<file path="src/rtl/fec_pkg.sv">
// Shared FEC definitions: rate table, cc_rate encoding and framing byte constants.
// The table lookup lives here so every FEC block decodes rate_id identically.
package fec_pkg;

   localparam int RATE_W      = 4;
   localparam int RATE_ID_MAX = 6;

   localparam logic [7:0] TAIL_BYTE = 8'h00;
   localparam logic [7:0] PAD_BYTE  = 8'hFF;

   typedef enum logic [1:0] {
      CC_1_2 = 2'd0,
      CC_2_3 = 2'd1,
      CC_3_4 = 2'd2,
      CC_5_6 = 2'd3
   } cc_rate_e;

   typedef struct packed {
      logic       valid;
      logic [6:0] k;
      logic [6:0] n;
      logic [2:0] t;
      cc_rate_e   cc;
   } rate_cfg_t;

   // T=8 (rate 3) does not fit the 3-bit field and wraps to 0; N-K still gives 2T.
   function automatic rate_cfg_t rate_lookup(input logic [RATE_W-1:0] id);
      rate_cfg_t c;
      c = '{valid: 1'b0, k: 7'd0, n: 7'd0, t: 3'd0, cc: CC_1_2};
      case (id)
         4'd0:    c = '{valid: 1'b1, k: 7'd12,  n: 7'd12,  t: 3'd0, cc: CC_1_2};
         4'd1:    c = '{valid: 1'b1, k: 7'd24,  n: 7'd32,  t: 3'd4, cc: CC_2_3};
         4'd2:    c = '{valid: 1'b1, k: 7'd36,  n: 7'd40,  t: 3'd2, cc: CC_5_6};
         4'd3:    c = '{valid: 1'b1, k: 7'd48,  n: 7'd64,  t: 3'd0, cc: CC_2_3};
         4'd4:    c = '{valid: 1'b1, k: 7'd72,  n: 7'd80,  t: 3'd4, cc: CC_5_6};
         4'd5:    c = '{valid: 1'b1, k: 7'd96,  n: 7'd108, t: 3'd6, cc: CC_3_4};
         4'd6:    c = '{valid: 1'b1, k: 7'd108, n: 7'd120, t: 3'd6, cc: CC_5_6};
         default: c = '{valid: 1'b0, k: 7'd0,   n: 7'd0,   t: 3'd0, cc: CC_1_2};
      endcase
      return c;
   endfunction

endpackage

</file>
<file path="src/rtl/fec_rate_lut.sv">
// Combinational rate_id decoder: validity plus RS/CC parameters from the shared table.
module fec_rate_lut
   import fec_pkg::*;
(
   input  logic [RATE_W-1:0] rate_id,
   output logic              valid,
   output logic [6:0]        k,
   output logic [6:0]        n,
   output logic [2:0]        t,
   output logic [1:0]        cc_rate
);

   rate_cfg_t cfg;

   always_comb begin
      cfg     = rate_lookup(rate_id);
      valid   = cfg.valid;
      k       = cfg.k;
      n       = cfg.n;
      t       = cfg.t;
      cc_rate = cfg.cc;
   end

endmodule

</file>
<file path="src/rtl/fec_ctrl.sv">
// Burst sequencer: splits a payload burst into RS blocks, appends the tail byte and
// (with FEC_CTRL_PAD_EN defined) pads the last block with 0xFF to a full K bytes.
module fec_ctrl
   import fec_pkg::*;
#(
   parameter int LEN_W = 11
) (
   input  logic              clk,
   input  logic              reset,
   input  logic              start,
   input  logic [RATE_W-1:0] rate_id,
   input  logic [LEN_W-1:0]  burst_len,
   input  logic [7:0]        in_data,
   input  logic              in_valid,
   output logic              in_ready,
   output logic [7:0]        out_data,
   output logic              out_valid,
   input  logic              out_ready,
   output logic              out_sob,
   output logic              out_eob,
   output logic [6:0]        rs_k,
   output logic [6:0]        rs_n,
   output logic [2:0]        rs_t,
   output logic [1:0]        cc_rate,
   output logic              busy,
   output logic              done,
   output logic              err
);

   localparam logic [2:0] S_IDLE = 3'd0;
   localparam logic [2:0] S_CFG  = 3'd1;
   localparam logic [2:0] S_DATA = 3'd2;
   localparam logic [2:0] S_TAIL = 3'd3;
`ifdef FEC_CTRL_PAD_EN
   localparam logic [2:0] S_PAD  = 3'd4;
`endif
   localparam logic [2:0] S_LAST = 3'd5;

   logic [2:0]        state;
   logic [RATE_W-1:0] rate_q;
   logic [LEN_W-1:0]  len_q;
   logic [LEN_W-1:0]  pay_cnt;
   logic [6:0]        pos;

   logic [RATE_W-1:0] lut_rate;
   logic              lut_valid;
   logic [6:0]        lut_k;
   logic [6:0]        lut_n;
   logic [2:0]        lut_t;
   logic [1:0]        lut_cc;

   logic              cfg_ok;
   logic              adv;
   logic              blk_end;
   logic              pay_last;
   logic              take_in;
   logic              gen_byte;
   logic              load;
   logic              eob_next;
   logic [7:0]        data_next;

   // One decoder serves both the start-time validity check and the CFG-cycle load.
   assign lut_rate = (state == S_IDLE) ? rate_id : rate_q;

   fec_rate_lut u_lut (
      .rate_id (lut_rate),
      .valid   (lut_valid),
      .k       (lut_k),
      .n       (lut_n),
      .t       (lut_t),
      .cc_rate (lut_cc)
   );

   assign cfg_ok   = lut_valid && (burst_len != '0);
   assign adv      = !out_valid || out_ready;
   assign blk_end  = (pos == rs_k - 7'd1);
   assign pay_last = (pay_cnt == len_q - LEN_W'(1));
   assign busy     = (state != S_IDLE);
   assign in_ready = (state == S_DATA) && adv && (pay_cnt < len_q);
   assign take_in  = in_valid && in_ready;
   assign load     = take_in || gen_byte;

   // Without padding the tail byte always closes a (possibly shortened) block.
`ifdef FEC_CTRL_PAD_EN
   assign gen_byte  = ((state == S_TAIL) || (state == S_PAD)) && adv;
   assign eob_next  = blk_end;
   assign data_next = take_in ? in_data : ((state == S_TAIL) ? TAIL_BYTE : PAD_BYTE);
`else
   assign gen_byte  = (state == S_TAIL) && adv;
   assign eob_next  = blk_end || (state == S_TAIL);
   assign data_next = take_in ? in_data : TAIL_BYTE;
`endif

   always_ff @(posedge clk or posedge reset) begin
      if (reset) begin
         state     <= S_IDLE;
         rate_q    <= '0;
         len_q     <= '0;
         pay_cnt   <= '0;
         pos       <= '0;
         out_data  <= '0;
         out_valid <= 1'b0;
         out_sob   <= 1'b0;
         out_eob   <= 1'b0;
         rs_k      <= '0;
         rs_n      <= '0;
         rs_t      <= '0;
         cc_rate   <= '0;
         done      <= 1'b0;
         err       <= 1'b0;
      end else begin
         done <= 1'b0;
         err  <= 1'b0;

         if (out_valid && out_ready)
            out_valid <= 1'b0;

         // The output register only reloads when empty or being drained, so a stalled byte holds.
         if (load) begin
            out_valid <= 1'b1;
            out_data  <= data_next;
            out_sob   <= (pos == 7'd0);
            out_eob   <= eob_next;
            pos       <= blk_end ? 7'd0 : pos + 7'd1;
         end

         case (state)
            S_IDLE: begin
               if (start) begin
                  if (cfg_ok) begin
                     rate_q <= rate_id;
                     len_q  <= burst_len;
                     state  <= S_CFG;
                  end else begin
                     err <= 1'b1;
                  end
               end
            end
            S_CFG: begin
               rs_k    <= lut_k;
               rs_n    <= lut_n;
               rs_t    <= lut_t;
               cc_rate <= lut_cc;
               pos     <= '0;
               pay_cnt <= '0;
               state   <= S_DATA;
            end
            S_DATA: begin
               if (take_in) begin
                  pay_cnt <= pay_cnt + LEN_W'(1);
                  if (pay_last)
                     state <= S_TAIL;
               end
            end
            S_TAIL: begin
               if (adv) begin
`ifdef FEC_CTRL_PAD_EN
                  state <= blk_end ? S_LAST : S_PAD;
`else
                  state <= S_LAST;
`endif
               end
            end
`ifdef FEC_CTRL_PAD_EN
            S_PAD: begin
               if (adv && blk_end)
                  state <= S_LAST;
            end
`endif
            S_LAST: begin
               // Stay busy until the final byte actually leaves the output register.
               if (out_valid && out_ready) begin
                  state <= S_IDLE;
                  done  <= 1'b1;
               end
            end
            default: state <= S_IDLE;
         endcase
      end
   end

endmodule

</file>
<file path="config.mk">
export PLATFORM = sky130hd
export DESIGN_NAME = fec_ctrl
export DESIGN_NICKNAME = d
export VERILOG_FILES = /design/src/rtl/fec_pkg.sv /design/src/rtl/fec_rate_lut.sv /design/src/rtl/fec_ctrl.sv
export SDC_FILE = /design/constraint.sdc
export NUM_CORES = 1
export LEC_CHECK = 0
export ABC_CLOCK_PERIOD_IN_PS = 2550
export CORE_MARGIN = 8
export CORE_UTILIZATION = 49
export DETAILED_ROUTE_END_ITERATION = 6
export PLACE_DENSITY = 0.78
export SETUP_SLACK_MARGIN = 0.5
export SYNTH_ARGS = -nofsm -noshare
export SYNTH_HDL_FRONTEND = slang
export SYNTH_SLANG_ARGS = --single-unit
</file>
<file path="constraint.sdc">
create_clock -name clk -period 2.55 [get_ports clk]
set_clock_uncertainty 0.15 [all_clocks]
set_input_delay 0.6375 -clock clk [delete_from_list [all_inputs] [get_ports clk]]
set_output_delay 0.6375 -clock clk [all_outputs]
set_load 0.005 [all_outputs]
</file>
**Word level (Yosys, flattened, before mapping)**

Cells that the tools add are included.
W data, S select, Z words.

- Add/sub/neg operators: 4
- Magnitude comparators: 1
- Equality and inequality tests: 18
- Muxes and demuxes: 22
- Reduce and logical (&&, ||, !) cells: 21

Operators with widths:

| operator | count |
|---|---|
| $pmux W20 S7 | 1 |
| $pmux W11 S2 | 1 |
| $mux W7 | 3 |
| $mux W3 | 6 |
| $pmux W3 S5 | 1 |
| $eq A4 B3 Y1 const B | 3 |
| $ne A2 B2 Y1 const B | 6 |
| $add A11 B1 Y11 const B | 1 |
| $eq A11 B11 Y1 | 1 |
| $lt A11 B11 Y1 | 1 |
| $mux W11 | 1 |
| $reduce_bool A11 Y1 | 1 |
| $sub A11 B1 Y11 const B | 1 |
| $eq A4 B2 Y1 const B | 2 |
| $mux W8 | 1 |
| $add A7 B1 Y7 const B | 1 |
| $eq A7 B7 Y1 | 1 |
| $logic_not A7 Y1 | 1 |
| $mux W1 | 7 |
| $sub A7 B1 Y7 const B | 1 |
| $eq A3 B2 Y1 const B | 2 |
| $logic_and A1 B1 Y1 | 6 |
| $reduce_and A6 Y1 | 1 |
| $reduce_bool A2 Y1 | 3 |
| 11 further kinds | 13 |

- Bits in registers: 68
- Bits of input ports: 28
- Logic and storage cells: 81

**Depth between registers and ports, before layout**

Gate-level depths: netlist (run 1).

- Depth in word-level cells: 8
- Mapped depth: 10
- Gate-level depth less buffers: 8

**Modules after synthesis**

From an unflattened synthesis (run 1), not the netlist that was laid out.

- Cell total of the unflattened synthesis: 466
- Area, all modules: 4,036.4 um^2

By module, submodules not included:

| module | instances | cells each | area each (um^2) | sequential area each (um^2) |
|---|---|---|---|---|
| fec_ctrl | 1 | 428 | 3,756.1 | 1,701.6 |
| fec_rate_lut | 1 | 38 | 280.3 | 0.0 |

**Least setup slack after synthesis (run 1)**

Ideal clock, no wire load.

- Path type: flip-flop to flip-flop
- Start: reg len_q[7]
- End: reg pay_cnt[8]
- Arrival time: 2.280 ns
- Setup slack: 0.042 ns
- Cell stages (with the launch flop): 10
- Buffers on the path: 1
- Period minus slack after synthesis: 2.508 ns
- Path through: dfrtp_1 -> inv_1 -> ha_1 -> o21a_1 -> o211ai_2 -> a21oi_1 -> or3_1 -> clkbuf_2 -> or4_1 -> a21oi_1

- Cells in the longest elaborated chain, start to end: 5

Ends and longest elaborated chain:

| element | line | RTL |
|---|---|---|
| from (decl) | fec_ctrl.sv:41 | `logic [LEN_W-1:0] len_q;` |
| from (signal assigned) | fec_ctrl.sv:132 | `len_q <= burst_len;` |
| $lt A11 B11 Y1 | fec_ctrl.sv:79 | `assign in_ready = (state == S_DATA) && adv && (pay_cnt < len_q);` |
| $logic_and A1 B1 Y1 | fec_ctrl.sv:79 |  |
| $logic_and A1 B1 Y1 | fec_ctrl.sv:80 | `assign take_in = in_valid && in_ready;` |
| $ne A2 B2 Y1 (no line) | n/a |  |
| $reduce_and A2 Y1 (no line) | n/a |  |
| to (signal assigned) | fec_ctrl.sv:150 | `pay_cnt <= pay_cnt + LEN_W'(1);` |
| to (decl) | fec_ctrl.sv:42 | `logic [LEN_W-1:0] pay_cnt;` |

Every way passes these cells.
A chain may end at the register's enable or synchronous reset.

**Worst setup path in the final report (run 1)**

- Start: reg pay_cnt[1]
- End: out in_ready

- Cells in the longest elaborated chain, start to end: 2

Ends and longest elaborated chain:

| element | line | RTL |
|---|---|---|
| $lt A11 B11 Y1 | fec_ctrl.sv:79 |  |
| $logic_and A1 B1 Y1 | fec_ctrl.sv:79 |  |
| to (decl) | fec_ctrl.sv:15 | `output logic in_ready,` |

Every way passes these cells.

==> results of run 1 <==
==> per-stage QoR <==
step                      std cells  hold WS, ns  instance area, µm²
final                           645       0.3455                5966
after global routing            645       0.3695                5966
after CTS                       634       0.3456                5617
after detailed placement        599       0.3214                4856
after global placement          599       0.3193                4856
after floorplan                 415       0.3173                3910
==> registers in the layout, summed over array words and instances, names as in the netlist <==
name,count
len_q,11
pay_cnt,11
out_data,8
pos,7
rs_k,5
rs_n,5
rate_q,4
state,3
cc_rate,2
rs_t,2
done,1
err,1
out_eob,1
out_sob,1
out_valid,1
==> logic make-up after synthesis <==
kind of cell             synth area share
adder cells (fa/ha/maj)           0.05291
flip-flops                         0.4167
AO/OA/AOI/OAI                      0.1458
AND/OR/NAND/NOR                    0.1974
XOR/XNOR                          0.05556
multiplexers                      0.07540
other                           0.0009911
buffers and inverters             0.05522
==> layout make-up <==
| type | count | area (µm²) |
|---|---|---|
| repair buffers | 136 | 1321 |
| well taps | 102 | 127.6 |
| clock inverters | 3 | 65.06 |
| fillers | 444 | 1642 |
| flip-flops and latches | 63 | 1580 |
| clock buffers | 13 | 158.9 |
| multi-input cells | 305 | 2623 |
| inverters | 23 | 90.09 |
==> power by group through the flow <==
| stage | Clock [W] | Sequential [W] | Combinational [W] |
|---|---|---|---|
| global route | 0.00108 | 0.000998 | 0.000101 |
| global placement | 0 | 0.00102 | 0.0000842 |
| CTS | 0.00102 | 0.000999 | 0.0000899 |
| detailed placement | 0 | 0.00102 | 0.0000854 |
| floorplan | 0 | 0.00102 | 0.0000252 |
| finish | 0.00102 | 0.000999 | 0.0000936 |
==> metal layers <==
layer  vias up  share of wire  track usage
met2       194           0.53       0.4065
met5         -              0            0
li1       1710              -            -
met3        54          0.063      0.05390
met1      1957           0.37       0.2551
met4         0          0.040       0.1013
==> timing repair <==
item	4_1_cts	5_1_grt
pin swaps	50	28
setup buffers	16	11
cloned	3	0
hold buffers	0	0
endpoints found under the setup margin	66	69
resized for setup	130	63
==> worst max path at each step <==
stage,slack (ns),endpoint,depth (start not counted),startpoint
finish,-0.33,in_ready,7,pay_cnt[1]$_DFFE_PP0P_
global placement,-0.57,in_ready,7,out_ready
detailed placement,-0.62,in_ready,7,out_ready
floorplan,0.04,pay_cnt[8]$_DFFE_PP0P_,9,len_q[7]$_DFFE_PP0P_
CTS,-0.33,in_ready,7,pay_cnt[7]$_DFFE_PP0P_
global route,-0.57,in_ready,7,pay_cnt[1]$_DFFE_PP0P_
==> critical path: stages, from the launching register on <==
cell                       delay, ns
sky130_fd_sc_hd__dfrtp_1        0.42
sky130_fd_sc_hd__ha_4           0.25
sky130_fd_sc_hd__nor2b_4        0.12
sky130_fd_sc_hd__o211ai_1       0.29
sky130_fd_sc_hd__a211oi_2       0.15
sky130_fd_sc_hd__or3_4          0.36
sky130_fd_sc_hd__inv_2          0.06
sky130_fd_sc_hd__buf_6          0.08
==> layout by cell type (no fill, tap or decap), drive strengths merged, types with 5 or more instances in the layout <==
master / Yosys / final
buf: 8 / 82
dfrtp: 63 / 63
nand2: 49 / 49
clkdlybuf4s50: 0 / 40
o21ai: 28 / 28
nor2: 25 / 25
inv: 23 / 22
nand3: 21 / 22
mux2: 17 / 17
xnor2: 17 / 17
ha: 16 / 16
a21oi: 15 / 15
clkbuf: 18 / 13
and3: 10 / 10
mux2i: 9 / 9
nand4: 8 / 8
dlygate4sd2: 0 / 8
nor3: 8 / 8
xor2: 7 / 7
dlymetal6s2s: 0 / 6
conb: 1 / 5
and2: 5 / 5
==> flow_summary.ini, run 1 <==
[status]
outcome = complete, but fails checks
failed_checks = negative setup slack

[sta]
post-route-period-util = 1.130
hold_viol_final = 0
final.setup.worst_slack_ns = -0.3314
worst_slew_pin_slew_ns = 0.5858
final-setup-viol-count = 3
worst_slew_margin_rel = 0.6095
slew_violations = 0
setup-tns-final_ns = -0.5186
rsz0062_at_grt = true
maxClockFrequency_mhz = 347.1
finalWorstPathRequiredPeriod_ns = 2.881

[logic_synthesis]
post-synth-top-area-fraction = 0.4167
synth_top_area_cells = sky130_fd_sc_hd__dfrtp_1 (42%), sky130_fd_sc_hd__ha_1 (5.3%), sky130_fd_sc_hd__mux2_2 (5.1%)
post_synth_instance_area_mm2 = 0.003784
postSynthCellCount = 411
synthMostInstantiatedCell = sky130_fd_sc_hd__dfrtp_1
synth_seq_area_share = 0.4167
synth_top_cell_by_area = sky130_fd_sc_hd__dfrtp_1
synth_cell_type_count = 59
yosysWarnings = 0
dominant_register_cell_in_the_synthesized_netlist = sky130_fd_sc_hd__dfrtp_1
synth_async_sr_flop_share = 1.000
synth.ff_latch_count = 63
synth_edf_count = 0
synth.avg_cell_area_um2 = 9.206
synth_commonest_cells = sky130_fd_sc_hd__dfrtp_1 (63), sky130_fd_sc_hd__nand2_1 (49), sky130_fd_sc_hd__o21ai_0 (27)

[drt]
route.detailed.drc = 0
vias_per_std_cell = 6.070
drt_first_iter_violations = 247
wire_per_inst_um = 20.90
detailedRoute.firstPassIterationCount = 5
route.vias.total = 3915
totalWireLength_mm = 13.48
drt.antenna.violating_nets = 0

[floorplan]
floorplan.die.height_um = 103.9
design.die.area_mm2 = 0.01079
floorplan.initialDensity = 0.4974
placeableCoreArea_mm2 = 0.007607
die_x_um = 103.9
fp-row-count = 32
top_level_ports = 62

[clock_network]
cts.htree.levels = 3
clk_root_buffer_cell = sky130_fd_sc_hd__clkbuf_8
clock_path_buffers = 2
cts_num_sinks = 63
tritoncts = built
tritoncts.num_buffers = 9
cts.reportedPaths.clkPinSlew_ns = 0.08
insertion_delay_ns = 0.36

[setup_path]
worstReg2RegEnd = pay_cnt[8]$_DFFE_PP0P_
worst_setup_path_start_kind = flop
worst-endpoint-required_ns = 1.76
criticalPathCategory = reg2out
critical_path_peak_fanout = 2
critical_path_arrival_ns = 2.09
worstSetupEndpointType = output port
reg2reg_path_depth = 9
reg_to_reg_critical_path_startpoint = pay_cnt[1]$_DFFE_PP0P_
setup_slack_reg_to_reg_ns = -0.17

[placement]
detailed_place_hpwl_mm = 7.630
buffer_ports.inserted = 56
gp_congestion = 0.8232
place_worst_setup_slack_ns = -0.6175

[global_routing]
grt_usage = 0.2292
first_global_vias = 4008
grt_overflow = 0
first_pass_grt_wire_length_mm = 20.24
grt_antenna_before_repair = 0
grt_max_degree = 24

[pwr]
pwr-share-seq = 0.472
clock_power_share = 0.483
power.density_cell_area_mw_per_mm2 = 354.4
total_power_w = 0.002115
p_int_w = 0.001649
power.ir.vdd_worst_uv = 339.0
part_of_the_total_power_dissipated_in_combinational_logic = 0.044
power.share.switching = 0.2203
switching_power_w = 0.0004658
power_leakage_nw = 2.682

[worst_hold_path]
holdCritStartpoint = rs_n[5]$_DFFE_PP0N_
hold_class = reg2reg
whs_endpoint = rs_n[5]$_DFFE_PP0N_
hold_depth = 2

[finish]
antenna-diode-count = 0
num-nets-final = 582
fin_util = 0.7842
layout-drive-gt1-share = 0.3849
syn_to_final_growth_pct = 57.67

[flow_run]
max_cap_violations = 0
No activity file was read; power rests on OpenSTA's default activity.
==> inputs of run 2 (changes only) <==
--- a/config.mk
+++ b/config.mk
@@ -5,11 +5,12 @@
 export SDC_FILE = /design/constraint.sdc
 export NUM_CORES = 1
 export LEC_CHECK = 0
-export ABC_CLOCK_PERIOD_IN_PS = 2550
+export ABC_CLOCK_PERIOD_IN_PS = 2800
 export CORE_MARGIN = 8
-export CORE_UTILIZATION = 49
+export CORE_UTILIZATION = 54
 export DETAILED_ROUTE_END_ITERATION = 6
-export PLACE_DENSITY = 0.78
+export MAX_ROUTING_LAYER = met4
+export PLACE_DENSITY = 0.82
 export SETUP_SLACK_MARGIN = 0.5
 export SYNTH_ARGS = -nofsm -noshare
 export SYNTH_HDL_FRONTEND = slang
==> constraint.sdc (replaced) <==
create_clock -name clk -period 2.8 [get_ports clk]
set_clock_uncertainty 0.15 [all_clocks]
set_input_delay 0.7 -clock clk [delete_from_list [all_inputs] [get_ports clk]]
set_output_delay 0.7 -clock clk [all_outputs]
set_load 0.005 [all_outputs]
==> run 2 against run 1 <==
Effect of this change: critical path depth is the same; power down 12%; die area decreased by 7.9%; combinational power is 16% lower; utilization is 4.9 points higher; highest routed layer unchanged; the run still ends with negative setup slack left; critical path type unchanged; largest power group is now registers; global-route usage rose by 1.4 points; sequential share of layout area rose by 1.3 points; worst hold slack got worse by 0.0019 ns.
==> flow_summary.ini, run 2 (synthesized netlist as in run 1, its figures left out) <==
[worst_hold_path]
hold_class = reg2reg

[status]
failed_checks = negative setup slack
outcome = complete, but fails checks

[setup_path]
worstSetupEndpointType = output port
critical_path_arrival_ns = 2.09
critical_path_peak_fanout = 2
worst_setup_path_start_kind = flop
worst-endpoint-required_ns = 1.95
criticalPathCategory = reg2out

[global_routing]
grt_max_degree = 64
first_pass_grt_wire_length_mm = 18.55
grt_overflow = 0
grt_usage = 0.2428
first_global_vias = 3966
grt_antenna_before_repair = 0

[drt]
detailedRoute.firstPassIterationCount = 5
route.vias.total = 3879
totalWireLength_mm = 12.90
wire_per_inst_um = 20.41
drt.antenna.violating_nets = 0
drt_first_iter_violations = 197
vias_per_std_cell = 6.138
route.detailed.drc = 0

[floorplan]
design.die.area_mm2 = 0.009941
fp-row-count = 30
floorplan.initialDensity = 0.5569
floorplan.die.height_um = 99.71
placeableCoreArea_mm2 = 0.006794
top_level_ports = 62
die_x_um = 99.71

[sta]
finalWorstPathRequiredPeriod_ns = 2.942
post-route-period-util = 1.051
timing.hold.ws_ns = 0.3436
maxClockFrequency_mhz = 339.9
hold_viol_final = 0
final-setup-viol-count = 2
slew_violations = 0
rsz0062_at_grt = true
final.setup.worst_slack_ns = -0.1421

[finish]
num-nets-final = 576
final_cell_mix = sky130_fd_sc_hd__dfrtp_1 (63), sky130_fd_sc_hd__clkdlybuf4s50_1 (51), sky130_fd_sc_hd__nand2_1 (46), sky130_fd_sc_hd__buf_4 (46), sky130_fd_sc_hd__buf_6 (25)
fin_util = 0.8335
layout.filler_cells = 362
layout-drive-gt1-share = 0.3284
syn_to_final_growth_pct = 49.67
multi_input_area_mm2 = 0.002372
design_area_mm2 = 0.005663
footprint_of_the_flip_flops_and_latches_mm2 = 0.001577
final_cell_count_no_fill = 632
largest_registers = len_q x11, pay_cnt x11, out_data x8
antenna-diode-count = 0
layout.cells.most_common = sky130_fd_sc_hd__dfrtp_1

[placement]
place_worst_setup_slack_ns = -0.5645
detailed_place_hpwl_mm = 7.581
dp_cells = 589
buffer_ports.inserted = 56
gp_congestion = 0.8772
placed_area_mm2 = 0.004750

[clock_network]
tritoncts.num_buffers = 9
cts_num_sinks = 63
insertion_delay_ns = 0.35
clk_root_buffer_cell = sky130_fd_sc_hd__clkbuf_8
cts.reportedPaths.clkPinSlew_ns = 0.07
cts-hold-fix-buffers = 0
cts.htree.levels = 3
tritoncts = built
clock_path_buffers = 2

[flow_run]
max_cap_violations = 0

[pwr]
power.density_cell_area_mw_per_mm2 = 330.4
power.ir.vdd_worst_uv = 284.2
power_leakage_nw = 2.516
## run 2: final timing paths
check	startpoint	endpoint	slack (ns)	cells after the start
max in group asynchronous	reset	state[1]$_DFFE_PP0P_	1.55	3
hold / removal	rs_n[5]$_DFFE_PP0N_	rs_n[5]$_DFFE_PP0N_	0.34	2
hold reg to reg	rs_n[5]$_DFFE_PP0N_	rs_n[5]$_DFFE_PP0N_	0.34	2
setup reg to reg	len_q[3]$_DFFE_PP0P_	pay_cnt[8]$_DFFE_PP0P_	-0.05	10
setup / recovery	len_q[3]$_DFFE_PP0P_	in_ready	-0.14	7
min in group asynchronous	reset	len_q[4]$_DFFE_PP0P_	0.64	3
## run 2: critical path: stages (launching register included)
cell and delay (ns):
sky130_fd_sc_hd__dfrtp_1 0.34, sky130_fd_sc_hd__inv_1 0.07, sky130_fd_sc_hd__ha_1 0.32, sky130_fd_sc_hd__a21oi_1 0.34
sky130_fd_sc_hd__a211oi_2 0.15, sky130_fd_sc_hd__or3_4 0.37, sky130_fd_sc_hd__inv_2 0.06, sky130_fd_sc_hd__buf_6 0.08
## run 2: timing repair
item	CTS	global route
endpoints found under the setup margin	35	53
cloned	2	0
pin swaps	31	19
resized for setup	74	46
buffers inserted	17	9
## run 2: metrics by stage
stage | power [W] | setup TNS [ns]
CTS | 0.001863 | -0.06448
finish | 0.001871 | -0.1880
detailed placement | 0.001000 | -1.395
floorplan | 0.0009501 | 0
global placement | 0.0009997 | -0.8020
global route | 0.001924 | -0.4031
## run 2: cell type report
type	instances	area share
clock buffers	11	0.02497
clock inverters	4	0.01237
inverters	23	0.01591
multi-input cells	303	0.4189
flip-flops and latches	63	0.2784
well taps	96	0.02121
repair buffers	132	0.2282
## run 2: power by group
group / internal, W / switching [W]
logic: 0.0000409 / 0.0000379
clock network: 0.000518 / 0.000364
registers: 0.000910 / 0
## run 2: metal layers
| metal | up-vias | wire (µm) | global-route usage |
|---|---|---|---|
| li1 | 1705 | - | - |
| met1 | 1909 | 4743 | 0.2472 |
| met2 | 194 | 6784 | 0.4253 |
| met3 | 71 | 662 | 0.04260 |
| met4 | 0 | 710 | 0.1502 |
| met5 | - | 0 | - |
==> patch 1: new RTL, flow settings as in run 1 <==
Add a define of `FEC_CTRL_PAD_EN`.
--- a/src/rtl/fec_ctrl.sv
+++ b/src/rtl/fec_ctrl.sv
@@ -1,5 +1,7 @@
 // Burst sequencer: splits a payload burst into RS blocks, appends the tail byte and
 // (with FEC_CTRL_PAD_EN defined) pads the last block with 0xFF to a full K bytes.
+`define FEC_CTRL_PAD_EN
+
 module fec_ctrl
    import fec_pkg::*;
 #(
Formal check against the unedited RTL: not equivalent (Yosys sat finds a counterexample within 10 cycles, from zero or initial values and one cycle with reset high).
==> patch 1 against run 1 <==
The flow still finishes with violations (negative setup slack); global-route usage is 0.086 points lower; final cell count up 3.1%; design area grew 6.8%; via count increased by 10%; largest cell class unchanged; synthesized area decreased by 0.40%; wire length is 16% higher; worst setup slack gained 0.068 ns; first-iteration DRC count rose by 65%; sequential share of layout area shrank 1.7 points; critical path depth stayed put; sequential cell count is the same; fmax is 2.4% higher.
Power is left out: it rests on default switching activity, and per cell area and clock period it moved more than threefold.
==> patch 1: results (changes against run 1) <==
run status finished, violations left; violated checks negative setup slack; CP startpoint len_q[4]; initial antenna violation count 0 (unchanged); post-synthesis async set-or-reset flop share 100.0% (unchanged); Setup Crit Path Kind reg2out; global placer's final weighted congestion 0.8909 (+8.2%); number of detailed-route iterations in the first pass 6 (+1); distinct cell type count after synthesis 59 (unchanged); FF-to-FF Start len_q[8]; DP HPWL 7823 microns (+2.5%); Final WS setup -0.2629 ns (+0.06849 ns); clk root buf clkbuf_8; clk_lat worst skew 0.36 ns (about the same); Post-DP Area 0.005141 sq mm (+5.9%); HP Class reg2reg; final wirelength 15580 microns (+16%); Hold EP out_sob; port buffer count 56 (unchanged); first-pass GRT wire length 20240 microns (unchanged); Clk pin slew, worst setup/hold paths 0.08 ns (about the same); Worst R2R Setup Slack -0.06 ns (+0.11 ns); vias in the first global route 4069 (+1.5%); CP arrival 2.03 ns (-0.06 ns); Placed Instances 602 (+0.50%); main area contributors after synthesis dfrtp_1, ha_1, mux2_2; fill cell count 363 (-18%); Hold WS 0.3333 ns (-0.01218 ns); number of CTS-inserted buffers 9 (unchanged); R2R cell count 9 (unchanged); YS warnings 0 (unchanged); pin count of the biggest net entering global routing 50 (+110%); Crit Path Max Fanout 2 (unchanged); maximum root-to-sink buffer count 2 (unchanged); worst slew pin tran 0.5887 ns (+0.002928 ns); final setup violation count 5 (+2); via count 4319 (+10%); Ant. Diodes 0 (unchanged); biggest registers after layout len_q (11), pay_cnt (11), out_data (8); mean post-synth cell area 9.589 sq um (+4.2%); H-tree depth 3 (unchanged); Hold Path Depth 2 (unchanged); Starting DRT DRC Count 408 (+65%); Post-synth top cells dfrtp_1, nand2_1, inv_1, o21ai_0, nor2_1; pre-CTS setup slack -0.3610 ns (+0.2565 ns); RR Endpoint pay_cnt[6]; final std cells w/o fill 665 (+3.1%); start point of the worst hold path out_sob; ratio of cells with drive above 1 in the final layout 46.36% (+7.9 points); GRT Overall Usage 22.83% (-0.086 points); capture point of the worst path in_ready; Seq/Total Area, Yosys 41.83% (+0.17 points)
## patch 1: cell count changes after synthesis, sizes merged, moves of 4 or more
cell	run 1	this run
nand2	49	37
clkbuf	18	8
nor3	8	16
o221a	0	8
mux2i	9	4
nand3	21	16
nor2	25	20
o21ai	28	23
xnor2	17	12
xor2	7	12
a21oi	15	11
and3	10	6
## patch 1: layout make-up
type	count	share of cell area [%]
repair buffers	168	25.64
clock buffers	11	2.219
multi-input cells	295	43.57
inverters	22	1.394
flip-flops and latches	63	24.82
clock inverters	4	0.3534
well taps	102	2.003
## patch 1: worst max-delay path, stage by stage, from the launching register on
cell and delay [ns]:
dfrtp_1 0.39, inv_2 0.09, ha_4 0.21, a211oi_4 0.23
nor2_2 0.09, o31ai_4 0.30, and3_4 0.25, buf_6 0.09
## patch 1: cell families (layout without fill, tap and decap cells)
group                      count (synthesis)  in the layout  share of synthesized area (%)
AOI/OAI and AO/OA                         91             91                          17.40
adders and majority gates                 16             16                          5.312
and+or+nand+nor                          138            139                          19.22
muxes                                     20             20                          5.843
buffers and inverters                     40            205                          4.714
xor gates and xnor gates                  24             24                          5.578
other                                      1              5                        0.09951
DFF                                       63             63                          41.83
## patch 1: stage by stage
stage	setup TNS [ns]	utilization, %
after floorplan	0	-
after global placement	-9.745	67.58
after detailed placement	-11.40	67.58
after CTS	-0.2095	76.64
after global routing	-0.6552	83.77
final	-0.3621	83.77
## patch 1: timing repair
| item | in CTS | in global routing |
|---|---|---|
| gates cloned | 3 | 1 |
| setup endpoints to repair | 57 | 66 |
| buffers inserted | 17 | 27 |
| resized for setup | 128 | 82 |
| pin swaps | 39 | 44 |
## patch 1: routing by layer
layer / routed length [microns] / GRT usage (%)
met1: 5571 / 26.14
met2: 7611 / 38.59
met3: 1422 / 5.638
met4: 974 / 12.00
met5: 0 / 0
==> patch 2: new RTL, config.mk and constraints of run 1 <==
Made on the original files. Reset style: synchronous (`reset`), changed in one clocked block.
--- a/src/rtl/fec_ctrl.sv
+++ b/src/rtl/fec_ctrl.sv
@@ -91,7 +91,7 @@
    assign data_next = take_in ? in_data : TAIL_BYTE;
 `endif
 
-   always_ff @(posedge clk or posedge reset) begin
+   always_ff @(posedge clk) begin
       if (reset) begin
          state     <= S_IDLE;
          rate_q    <= '0;
Function: differs if reset is asserted again (counterexample within 4 cycles, from zero or initial values and one cycle with reset high); with reset held inactive, the same outputs for 4 cycles.
==> patch 2 against run 1 <==
Wire length about the same; sequential cell count did not move; worst setup slack better by 0.35 ns; synthesized area down 5.0%; design area down 6.3%; worst hold slack lost 0.039 ns; non-clock buffer count shrank 4; core utilization fell by 0.50 points; highest routed layer unchanged.
Power is not compared: it rests on default switching activity, and its combinational part moved more than twofold at a synthesized area within 25%.
==> patch 2: results (changes against run 1) <==
predominant post-synthesis flop cell dfxtp_1; Post-Synth XOR/XNOR Area 5.850% (+0.29 points); GRT Overall Usage 22.59% (-0.33 points); fill cell count 421 (-5.2%); start point of the worst hold path rs_t[1]; run status completed; CP arrival 1.74 ns (-0.35 ns); post-synthesis async set-or-reset flop share 0% (-100 points); DP HPWL 7743 microns (+1.5%); fin nets 604 (+3.8%); Hold EP rs_t[1]; Post-synth top cells dfxtp_1, nor2_1, nand2_1; slowest CP cell or3b_4; Worst R2R Setup Slack 0.04 ns (+0.21 ns); FF-to-FF Start len_q[9]; Seq/Total Area, Yosys 35.10% (-6.6 points); distinct cell type count after synthesis 61 (+3.4%); via count 4001 (+2.2%); Adder-Cell Fraction of Synth Area 5.571% (+0.28 points); Worst slew margin 63.02% (+2.1 points); pin count of the biggest net entering global routing 43 (+79%); Placed Instances 627 (+4.7%); vias in the first global route 3795 (-5.3%); ratio of cells with drive above 1 in the final layout 35.11% (-3.4 points); first-pass GRT wire length 18530 microns (-8.5%); final std cells w/o fill 663 (+2.8%); Synth Area in Compound Gates 15.88% (+1.3 points); global placer's final weighted congestion 0.9626 (+17%); post-synthesis mux area share 5.641% (-1.9 points); wire per inst 20.32 microns (-2.8%); CP startpoint state[2]
-- patch 2: changes by cell type after synthesis, sizes merged, moves of 12 or more --
cell	before	now
dfrtp	63	0
a21oi	15	27
dfxtp	0	63
mux2	17	2
o21ai	28	15
nor2	25	42
-- patch 2: worst max-delay path by stage --
| stage | endpoint | slack [ns] | cells past startpoint |
|---|---|---|---|
| floorplan | state[0] | 0.30 | 7 |
| finish | in_ready | 0.02 | 5 |
| CTS | in_ready | 0.05 | 7 |
| detailed placement | in_ready | -0.54 | 6 |
| global placement | in_ready | -0.52 | 6 |
| global route | pos[0] | -0.03 | 10 |
-- patch 2: critical path: cells and delay by family, from the launching register on --
family                 cells  cell delay, ns
AOI/OAI and AO/OA          1            0.10
buffers and inverters      1            0.12
DFF                        1            0.34
and+or+nand+nor            3            0.84
-- patch 2: cells by family after synthesis --
family          after synthesis
buf+inv                      49
fa+ha+maj                    16
flops                        63
simple gates                177
xor+xnor                     24
mux                          20
compound gates               89
other cells                   1
-- patch 2: final cells by class --
| cell class | count | area [sq um] | share of cell area (%) |
|---|---|---|---|
| clock inverter | 5 | 50.05 | 0.8951 |
| inverter | 22 | 85.08 | 1.522 |
| sequential | 63 | 1291 | 23.09 |
| tap | 99 | 123.9 | 2.215 |
| multi-input combinational | 332 | 2664 | 47.64 |
| timing repair buffer | 132 | 1250 | 22.35 |
| clock buffer | 10 | 127.6 | 2.282 |
-- patch 2: metal layers --
layer | up-vias | share of wire, % | GRT usage (%)
met1 | 1911 | 40 | 26.82
met4 | 0 | 4.6 | 9.507
met3 | 66 | 7.3 | 4.536
met2 | 217 | 48 | 38.53
met5 | - | 0 | 0
li1 | 1807 | - | -
-- patch 2: repair_timing --
item                                    in CTS  in global routing
resized for setup                           71                 80
cloned                                       2                  1
pin swaps                                   32                 30
endpoints found under the setup margin      58                 64
buffers inserted                            11                  7
-- patch 2: through the flow --
step	total power [mW]	hold slack, ns	setup slack, ns	cell area, sq um
after floorplan	2.304	0.2888	0.2965	3755
after global placement	2.888	0.2814	-0.5176	4715
after detailed placement	2.937	0.2881	-0.5390	4715
after CTS	4.004	0.3040	0.04775	5192
after global routing	4.771	0.3355	-0.02882	5592
final	4.568	0.3070	0.01987	5592
-- patch 2: power groups by stage --
stage	sequential (mW)	clock (mW)	combinational, mW
global route	1.24	0.910	2.62
global placement	1.22	0	1.67
floorplan	1.23	0	1.07
CTS	1.21	0.836	1.95
finish	1.23	0.855	2.48
detailed placement	1.22	0	1.71
